[src/rtl/safe_lock_pkg.sv]
// Shared types and defaults for the lock-policy controller.
// Holds the FSM state enum, default parameter values and small sizing helpers.
package safe_lock_pkg;

    typedef enum logic [1:0] {
        LOCKED  = 2'd0,
        OPEN    = 2'd1,
        LOCKOUT = 2'd2
    } lock_state_e;

    localparam int DEF_MAX_FAILS      = 3;
    localparam int DEF_LOCKOUT_CYCLES = 1000;
    localparam int DEF_OPEN_CYCLES    = 500;

    function automatic int max_i(input int a, input int b);
        return (a > b) ? a : b;
    endfunction

    // Counter width able to hold 0..v-1, never narrower than one bit.
    function automatic int cnt_w(input int v);
        return (v > 2) ? $clog2(v) : 1;
    endfunction

endpackage

[src/rtl/safe_lock_ctrl_if.sv]
// Verdict, door and bolt signals between detector/door side and the lock controller.
// master = environment side (drives verdicts and sensors), slave = controller.
interface safe_lock_ctrl_if #(
    parameter int FCW = 2
);
    logic           code_val;
    logic           code_ok;
    logic           door_closed;
    logic           relock;
    logic           unlock;
    logic           locked_out;
    logic           ser_en;
    logic [FCW-1:0] fail_cnt;

    modport master (
        output code_val, code_ok, door_closed, relock,
        input  unlock, locked_out, ser_en, fail_cnt
    );

    modport slave (
        input  code_val, code_ok, door_closed, relock,
        output unlock, locked_out, ser_en, fail_cnt
    );
endinterface

[src/rtl/safe_lock_timer.sv]
// Loadable down-counter shared by lockout and open-door timing.
// Latency: load/decrement visible next cycle; no backpressure, holds at zero.
module safe_lock_timer #(
    parameter int W = 10
) (
    input  logic         clk,
    input  logic         rstn,
    input  logic         load,
    input  logic [W-1:0] load_val,
    input  logic         en,
    output logic         zero
);
    logic [W-1:0] cnt_q;

    always_ff @(posedge clk or negedge rstn) begin
        if (!rstn) begin
            cnt_q <= '0;
        end else if (load) begin
            cnt_q <= load_val;
        end else if (en && (cnt_q != '0)) begin
            cnt_q <= cnt_q - 1'b1;
        end
    end

    assign zero = (cnt_q == '0);
endmodule

[src/rtl/safe_lock_ctrl.sv]
// Lock policy: consumes detector verdicts, drives bolt, counts fails, timed lockout.
// Latency: verdict to output 1 cycle; outputs decoded from state register only.
// No backpressure; ser_en gates upstream entry. Optional: SAFE_LOCK_AUTO_RELOCK_EN.
module safe_lock_ctrl
    import safe_lock_pkg::*;
#(
    parameter int MAX_FAILS      = DEF_MAX_FAILS,
    parameter int LOCKOUT_CYCLES = DEF_LOCKOUT_CYCLES,
    parameter int OPEN_CYCLES    = DEF_OPEN_CYCLES
) (
    input  logic             clk,
    input  logic             rstn,
    safe_lock_ctrl_if.slave  lk
);
    localparam int FCW  = $clog2(MAX_FAILS + 1);
    localparam int TMAX = max_i(LOCKOUT_CYCLES, OPEN_CYCLES);
    localparam int TW   = cnt_w(TMAX);

    localparam logic [FCW-1:0] FAIL_SAT  = FCW'(MAX_FAILS);
    localparam logic [FCW-1:0] FAIL_LAST = FCW'(MAX_FAILS - 1);
    localparam logic [TW-1:0]  LOCK_LD   = TW'(LOCKOUT_CYCLES - 1);
`ifdef SAFE_LOCK_AUTO_RELOCK_EN
    localparam logic [TW-1:0]  OPEN_LD   = TW'(OPEN_CYCLES - 1);
`endif

    lock_state_e    state_q, state_d;
    logic [FCW-1:0] fail_q, fail_d;
    logic           tmr_load;
    logic [TW-1:0]  tmr_val;
    logic           tmr_en;
    logic           tmr_zero;

    safe_lock_timer #(.W(TW)) u_timer (
        .clk      (clk),
        .rstn     (rstn),
        .load     (tmr_load),
        .load_val (tmr_val),
        .en       (tmr_en),
        .zero     (tmr_zero)
    );

    always_ff @(posedge clk or negedge rstn) begin
        if (!rstn) begin
            state_q <= LOCKED;
            fail_q  <= '0;
        end else begin
            state_q <= state_d;
            fail_q  <= fail_d;
        end
    end

    always_comb begin
        state_d  = state_q;
        fail_d   = fail_q;
        tmr_load = 1'b0;
        tmr_val  = '0;
        tmr_en   = 1'b0;
        case (state_q)
            LOCKED: begin
                if (lk.code_val) begin
                    if (lk.code_ok) begin
                        state_d = OPEN;
                        fail_d  = '0;
`ifdef SAFE_LOCK_AUTO_RELOCK_EN
                        // Arm the closed-door window on entry so a door that is
                        // already shut still waits the full OPEN_CYCLES.
                        tmr_load = 1'b1;
                        tmr_val  = OPEN_LD;
`endif
                    end else if (fail_q >= FAIL_LAST) begin
                        state_d  = LOCKOUT;
                        fail_d   = FAIL_SAT;
                        tmr_load = 1'b1;
                        tmr_val  = LOCK_LD;
                    end else begin
                        fail_d = fail_q + FCW'(1);
                    end
                end
            end
            LOCKOUT: begin
                if (tmr_zero) begin
                    state_d = LOCKED;
                    fail_d  = '0;
                end else begin
                    tmr_en = 1'b1;
                end
            end
            OPEN: begin
`ifdef SAFE_LOCK_AUTO_RELOCK_EN
                if (!lk.door_closed) begin
                    tmr_load = 1'b1;
                    tmr_val  = OPEN_LD;
                end else if (lk.relock || tmr_zero) begin
                    state_d = LOCKED;
                end else begin
                    tmr_en = 1'b1;
                end
`else
                if (lk.relock && lk.door_closed) begin
                    state_d = LOCKED;
                end
`endif
            end
            default: begin
                state_d = LOCKED;
                fail_d  = '0;
            end
        endcase
    end

    assign lk.unlock     = (state_q == OPEN);
    assign lk.locked_out = (state_q == LOCKOUT);
    assign lk.ser_en     = (state_q == LOCKED);
    assign lk.fail_cnt   = fail_q;
endmodule

[src/flat_wrapper.sv]
// flat-port wrapper written by rule: the top's interface ports become plain ports
module safe_lock_ctrl_flat import safe_lock_pkg::*;
#(
    parameter int MAX_FAILS      = DEF_MAX_FAILS,
    parameter int LOCKOUT_CYCLES = DEF_LOCKOUT_CYCLES,
    parameter int OPEN_CYCLES    = DEF_OPEN_CYCLES
)
  (clk, rstn, lk_code_val, lk_code_ok, lk_door_closed, lk_relock, lk_unlock, lk_locked_out, lk_ser_en, lk_fail_cnt);
  safe_lock_ctrl_if #(.FCW(2)) lk_i ();
  input  logic clk;
  input  logic rstn;
  input wire logic [$bits(lk_i.code_val)-1:0] lk_code_val;
  input wire logic [$bits(lk_i.code_ok)-1:0] lk_code_ok;
  input wire logic [$bits(lk_i.door_closed)-1:0] lk_door_closed;
  input wire logic [$bits(lk_i.relock)-1:0] lk_relock;
  output wire logic [$bits(lk_i.unlock)-1:0] lk_unlock;
  output wire logic [$bits(lk_i.locked_out)-1:0] lk_locked_out;
  output wire logic [$bits(lk_i.ser_en)-1:0] lk_ser_en;
  output wire logic [$bits(lk_i.fail_cnt)-1:0] lk_fail_cnt;
  assign lk_i.code_val = lk_code_val;
  assign lk_i.code_ok = lk_code_ok;
  assign lk_i.door_closed = lk_door_closed;
  assign lk_i.relock = lk_relock;
  assign lk_unlock = lk_i.unlock;
  assign lk_locked_out = lk_i.locked_out;
  assign lk_ser_en = lk_i.ser_en;
  assign lk_fail_cnt = lk_i.fail_cnt;
  safe_lock_ctrl #(.MAX_FAILS(MAX_FAILS), .LOCKOUT_CYCLES(LOCKOUT_CYCLES), .OPEN_CYCLES(OPEN_CYCLES)) u_core (.clk(clk), .rstn(rstn), .lk(lk_i));
endmodule
[config.mk]
export PLATFORM = sky130hd
export DESIGN_NAME = safe_lock_ctrl_flat
export DESIGN_NICKNAME = d
export VERILOG_FILES = /design/src/rtl/safe_lock_pkg.sv /design/src/rtl/safe_lock_ctrl_if.sv /design/src/rtl/safe_lock_timer.sv /design/src/rtl/safe_lock_ctrl.sv /design/src/flat_wrapper.sv
export SDC_FILE = /design/constraint.sdc
export NUM_CORES = 1
export LEC_CHECK = 0
export BUFFER_PORTS_ARGS = -buffer_cell sky130_fd_sc_hd__buf_4
export CAP_MARGIN = 10
export CORE_MARGIN = 5
export CORE_UTILIZATION = 40
export DETAILED_ROUTE_END_ITERATION = 8
export GPL_TIMING_DRIVEN = 0
export PLACE_DENSITY = 0.64
export REMOVE_ABC_BUFFERS = 1
export SLEW_MARGIN = 20
export SYNTH_ARGS = -nofsm -noshare
export SYNTH_HDL_FRONTEND = slang
export SYNTH_SLANG_ARGS = --single-unit
[constraint.sdc]
create_clock -name clk -period 2.4 [get_ports clk]
set_input_delay 0.48 -clock clk [delete_from_list [all_inputs] [get_ports clk]]
set_output_delay 0.48 -clock clk [all_outputs]
set_load 0.005 [all_outputs]
[Word level (Yosys, flattened, before mapping)]
Index checks and enable logic that the tools add are counted.
Widths: inputs -> output; s select.
Word-level totals
  register bits: 14
  output and inout bits: 5
  input port bits: 6
  logic and storage cells: 43
Cells by class
  reductions and logical operators: 8
  mux-type cells: 22
  bitwise logic cells: 1
  order comparisons: 1
  add/subtract/negate cells: 2
  eq/ne operators: 6
Operators by type and width (count)
  $mux 10: 6
  $mux 2: 8
  $pmux 2 s3: 2
  $logic_not 10->1: 1
  $reduce_bool 10->1: 1
  $sub 10x1->10 const B: 1
  $mux 1: 6
  $ne 2x1->1 const B: 2
  $reduce_and 4->1: 1
  $ne 3x2->1 const B: 1
  $reduce_and 3->1: 1
  $add 2x1->2 const B: 1
  $eq 2x1->1 const B: 1
  $eq 2x2->1 const B: 1
  $ge 2x2->1 const B: 1
  $logic_and 1x1->1: 2
  $logic_not 2->1: 1
  $ne 2x2->1 const B: 1
  $reduce_bool 2->1: 1
  $not 1->1: 1

[Depth between registers and ports, before layout]
  depth after elaboration: 6
  gate-level depth with buffers: 6
  depth with buffers taken out: 6

[Modules after synthesis]
From an unflattened synthesis, not the netlist that was laid out.
Unflattened totals
  cell total of the unflattened synthesis: 97
  area, all modules: 903.4 um^2
Modules (own cells, without submodules)
  safe_lock_timer: cells each 67, instances 1, area an instance 621.8 um^2, seq. area each 250.2 um^2
  safe_lock_ctrl: cells each 30, instances 1, area an instance 281.5 um^2, seq. area each 100.1 um^2

[Worst setup path after synthesis]
No wires, ideal clock.
  kind: flip-flop to flip-flop
  start: reg u_core.u_timer.cnt_q[0]
  end: reg u_core.u_timer.cnt_q[5]
  arrival time: 1.784 ns
  required time: 2.268 ns
  setup time: 0.132 ns
  slack: 0.484 ns
  buffers on the path: 0
  stages on the path, launching flop included: 7
  clock period less this slack: 1.916 ns
  cells stage by stage: dfrtp_1 -> inv_1 -> ha_1 -> or3b_4 -> o31ai_4 -> nor3_1 -> or3b_1
On the way
  word-level cells in the longest chain between the ends: 5
  elaborated cells between the ends (all ways): 9
  classes of those cells: add/sub (1); mux (4); reduce/logical (4)
Ends and longest elaborated chain
  start: declaration: RTL line safe_lock_timer.sv:13  | logic [W-1:0] cnt_q;
  start signal: assignment: RTL line safe_lock_timer.sv:19  | cnt_q <= load_val;
  start signal: assignment: RTL line safe_lock_timer.sv:21  | cnt_q <= cnt_q - 1'b1;
  parallel branches: the longest is 5 deep, another holds $sub 10x1->10
Several ways; the timed one is not identified. The select of a mux whose other input is x is not followed.
A chain may end at the register's enable or synchronous reset.

[Worst setup path in the final report]
Same ends and word-level chain as after synthesis.

==> reports/metrics.cfg <==
[setup_path]
crit_start = u_core.u_timer.cnt_q[0]$_DFFE_PN0P_
cp-end-kind = flip-flop
cp_max_fo = 9
cp_slowest_cell = o31ai_4
crit_chain = inv_1 > ha_1 > or3b_4 > o31ai_4 > nor3_1 > or3b_1
rr_worst_depth = 6
cp.required_ns = 2.57
rr_startpoint = u_core.u_timer.cnt_q[0]$_DFFE_PN0P_
worstPathArrival_ns = 2.26
rr_endpoint = u_core.u_timer.cnt_q[5]$_DFFE_PN0P_
critPathKind = reg2reg
start_kind = flip-flop
max_stage_delay_ns = 0.43
r2r_slack_ns = 0.30
cp-endpoint = u_core.u_timer.cnt_q[5]$_DFFE_PN0P_

[clock_tree]
clockRootBuffer = clkbuf_4
cts-resized-gates = 0
insertion_delay_ns = 0.28
cts_made_buffers = 3
cts_tree = done
postCtsHoldBufs = 0
cts_setup_buffers = 0
cts_buffer_depth = 2
clkTransAtPathRegs_ns = 0.09
htree_levels = 1
cts.sinks = 14

[outcome]
outcome = complete, no violations

[floorplanning]
die_y_um = 53.9
coreArea_sq_um = 1780
fp-row-count = 15
die_w_um = 53.9
io_pins = 11
die_area_sq_um = 2910
start_util_pct = 43.3

[place]
gp_congestion = 0.789
port_buffers = 10
placed_area_sq_um = 865
place_hpwl_um = 1090
placed_cells = 112

[finish]
area_growth_pct = 16.7
multi_input_area_sq_um = 393
final_cells = 116
antenna_cells = 0
n_fill_cell = 176
mostFrequentLayoutCells = 14 x dfrtp_1, 10 x buf_4, 7 x nand2_1, 5 x nor2_1, 5 x a21oi_1
regArea_sq_um = 350
nets = 99
final_core_util_pct = 50.5
finalInstanceArea_sq_um = 901
drive_gt1_share_pct = 18.7
layout_commonest_cell = dfrtp_1

[synth]
ys_seq_elements = 14
synthFlopType = dfrtp_1
yosysUniqueCellTypes = 33
ys_async_sr_fraction_pct = 100
syn_area_sq_um = 772
netlist_instances = 80
synth_edf_count = 0
seq_area_frac_synth_pct = 45.4
synth_warnings = 0
syn_area_per_cell_sq_um = 9.65

[detailed_routing]
antenna_left = 0
drc_errors = 0
wl_per_cell_um = 12.5
routed_wirelength_um = 1450
firstDrtPassIters = 4
dr.first_iter.drc_count = 12
viasPerCell = 5.34
vias = 619

[power_and_ir_drop]
power.density_nw_per_um2 = 918
ir_drop_mv = 0.491
p_leak_nw = 0.353

[global_routing]
grt-ovfl-total = 0
antenna_found_initial = 0
grt_pass1_vias = 575
grt_pass1_wl_um = 2420
grtUsageTotal_pct = 11.8
grt_max_degree = 15

[run]
drv_cap = 0

[sta]
rsz0062_at_grt = false
setup_violations = 0
finalSetupTns_ns = 0
hold_viol = 0
tightest_slew_ns = 0.558
relSlewSlack_pct = 62.7
period_share_pct = 87.3
finClkSkew_ns = 0.00951
max_freq_ghz = 0.477
min_period_ns = 2.10
worst_hold_slack_ns = 0.0318
slew_viol_final = 0

[worst_hold_path]
hold_class = in2async

kinds of logic after synthesis:
logic type / count (synthesis) / synth area share, %
AND/OR/NAND/NOR: 34 / 24.6
AO/OA/AOI/OAI: 19 / 18.5
flip-flops: 14 / 45.4
buffers and inverters: 7 / 3.73
multiplexers: 3 / 3.89
XOR/XNOR: 2 / 2.27
adder cells (fa/ha/maj): 1 / 1.62
worst max-delay path, delay by kind of cell (launching register included):
family / cells / cell delay (ns)
compound gates: 1 / 0.43
simple gates: 3 / 0.85
flops: 1 / 0.42
fa+ha+maj: 1 / 0.20
buf+inv: 1 / 0.08
final cells by class:
type                    instances  area share (%)
well taps                      25            3.47
multi-input cells              59            43.6
inverters                       4            1.67
repair buffers                 10            8.33
clock buffers                   4            4.03
flip-flops and latches         14            38.9
cells in the mapped netlist (2+ instances only):
library cell	instances	share of area, %
a21oi_1	5	3.2
a311oi_1	2	2.3
dfrtp_1	14	45
inv_1	4	1.9
mux2i_1	3	3.9
nand2_1	7	3.4
nand3_1	3	1.9
nor2_1	5	2.4
nor2b_1	3	2.4
nor3_1	4	2.6
nor4_1	2	1.6
o2111ai_1	2	2.3
o21ai_0	3	1.9
or3_1	2	1.6
or4_1	2	1.9
xor2_1	2	2.3
how the worst min path moves through the flow:
stage          start                                   to  cells past startpoint
6_report        rstn  u_core.u_timer.cnt_q[5]$_DFFE_PN0P_                      1
5_1_grt         rstn  u_core.u_timer.cnt_q[3]$_DFFE_PN0P_                      1
4_1_cts         rstn  u_core.u_timer.cnt_q[5]$_DFFE_PN0P_                      1
3_5_place_dp    rstn  u_core.u_timer.cnt_q[6]$_DFFE_PN0P_                      1
3_3_place_gp    rstn  u_core.u_timer.cnt_q[9]$_DFFE_PN0P_                      1
2_1_floorplan   rstn    u_core.lk.fail_cnt[0]$_DFFE_PN0P_                      0
layer usage:
metal | global-route usage, % | share of wire, % | vias up | wire (um)
li1 | - | - | 316 | -
met1 | 16.0 | 52 | 288 | 751
met2 | 17.5 | 42 | 13 | 616
met3 | 2.22 | 4.8 | 2 | 70
met4 | 6.38 | 0.96 | 0 | 14
met5 | 0 | 0 | - | 0
sequential cells by signal (all words and copies together), names as in the netlist:
| name | flops |
|---|---|
| u_core.lk.fail_cnt | 2 |
| u_core.state_q | 2 |
| u_core.u_timer.cnt_q | 10 |
per-stage QoR:
step / setup slack (ns) / power [mW]
after detailed placement: 0.314 / 0.662
after global routing: 0.220 / 0.886
after floorplan: 0.484 / 0.557
after CTS: 0.294 / 0.833
final: 0.305 / 0.827
after global placement: 0.343 / 0.656
where the power goes:
part,internal [mW],switching [mW],total (mW)
registers,0.307,0.0958,0.403
logic,0.141,0.113,0.254
clock network,0.0921,0.0786,0.171
total,0.540,0.287,0.827
Note: power is estimated with default switching activity, not from simulation.
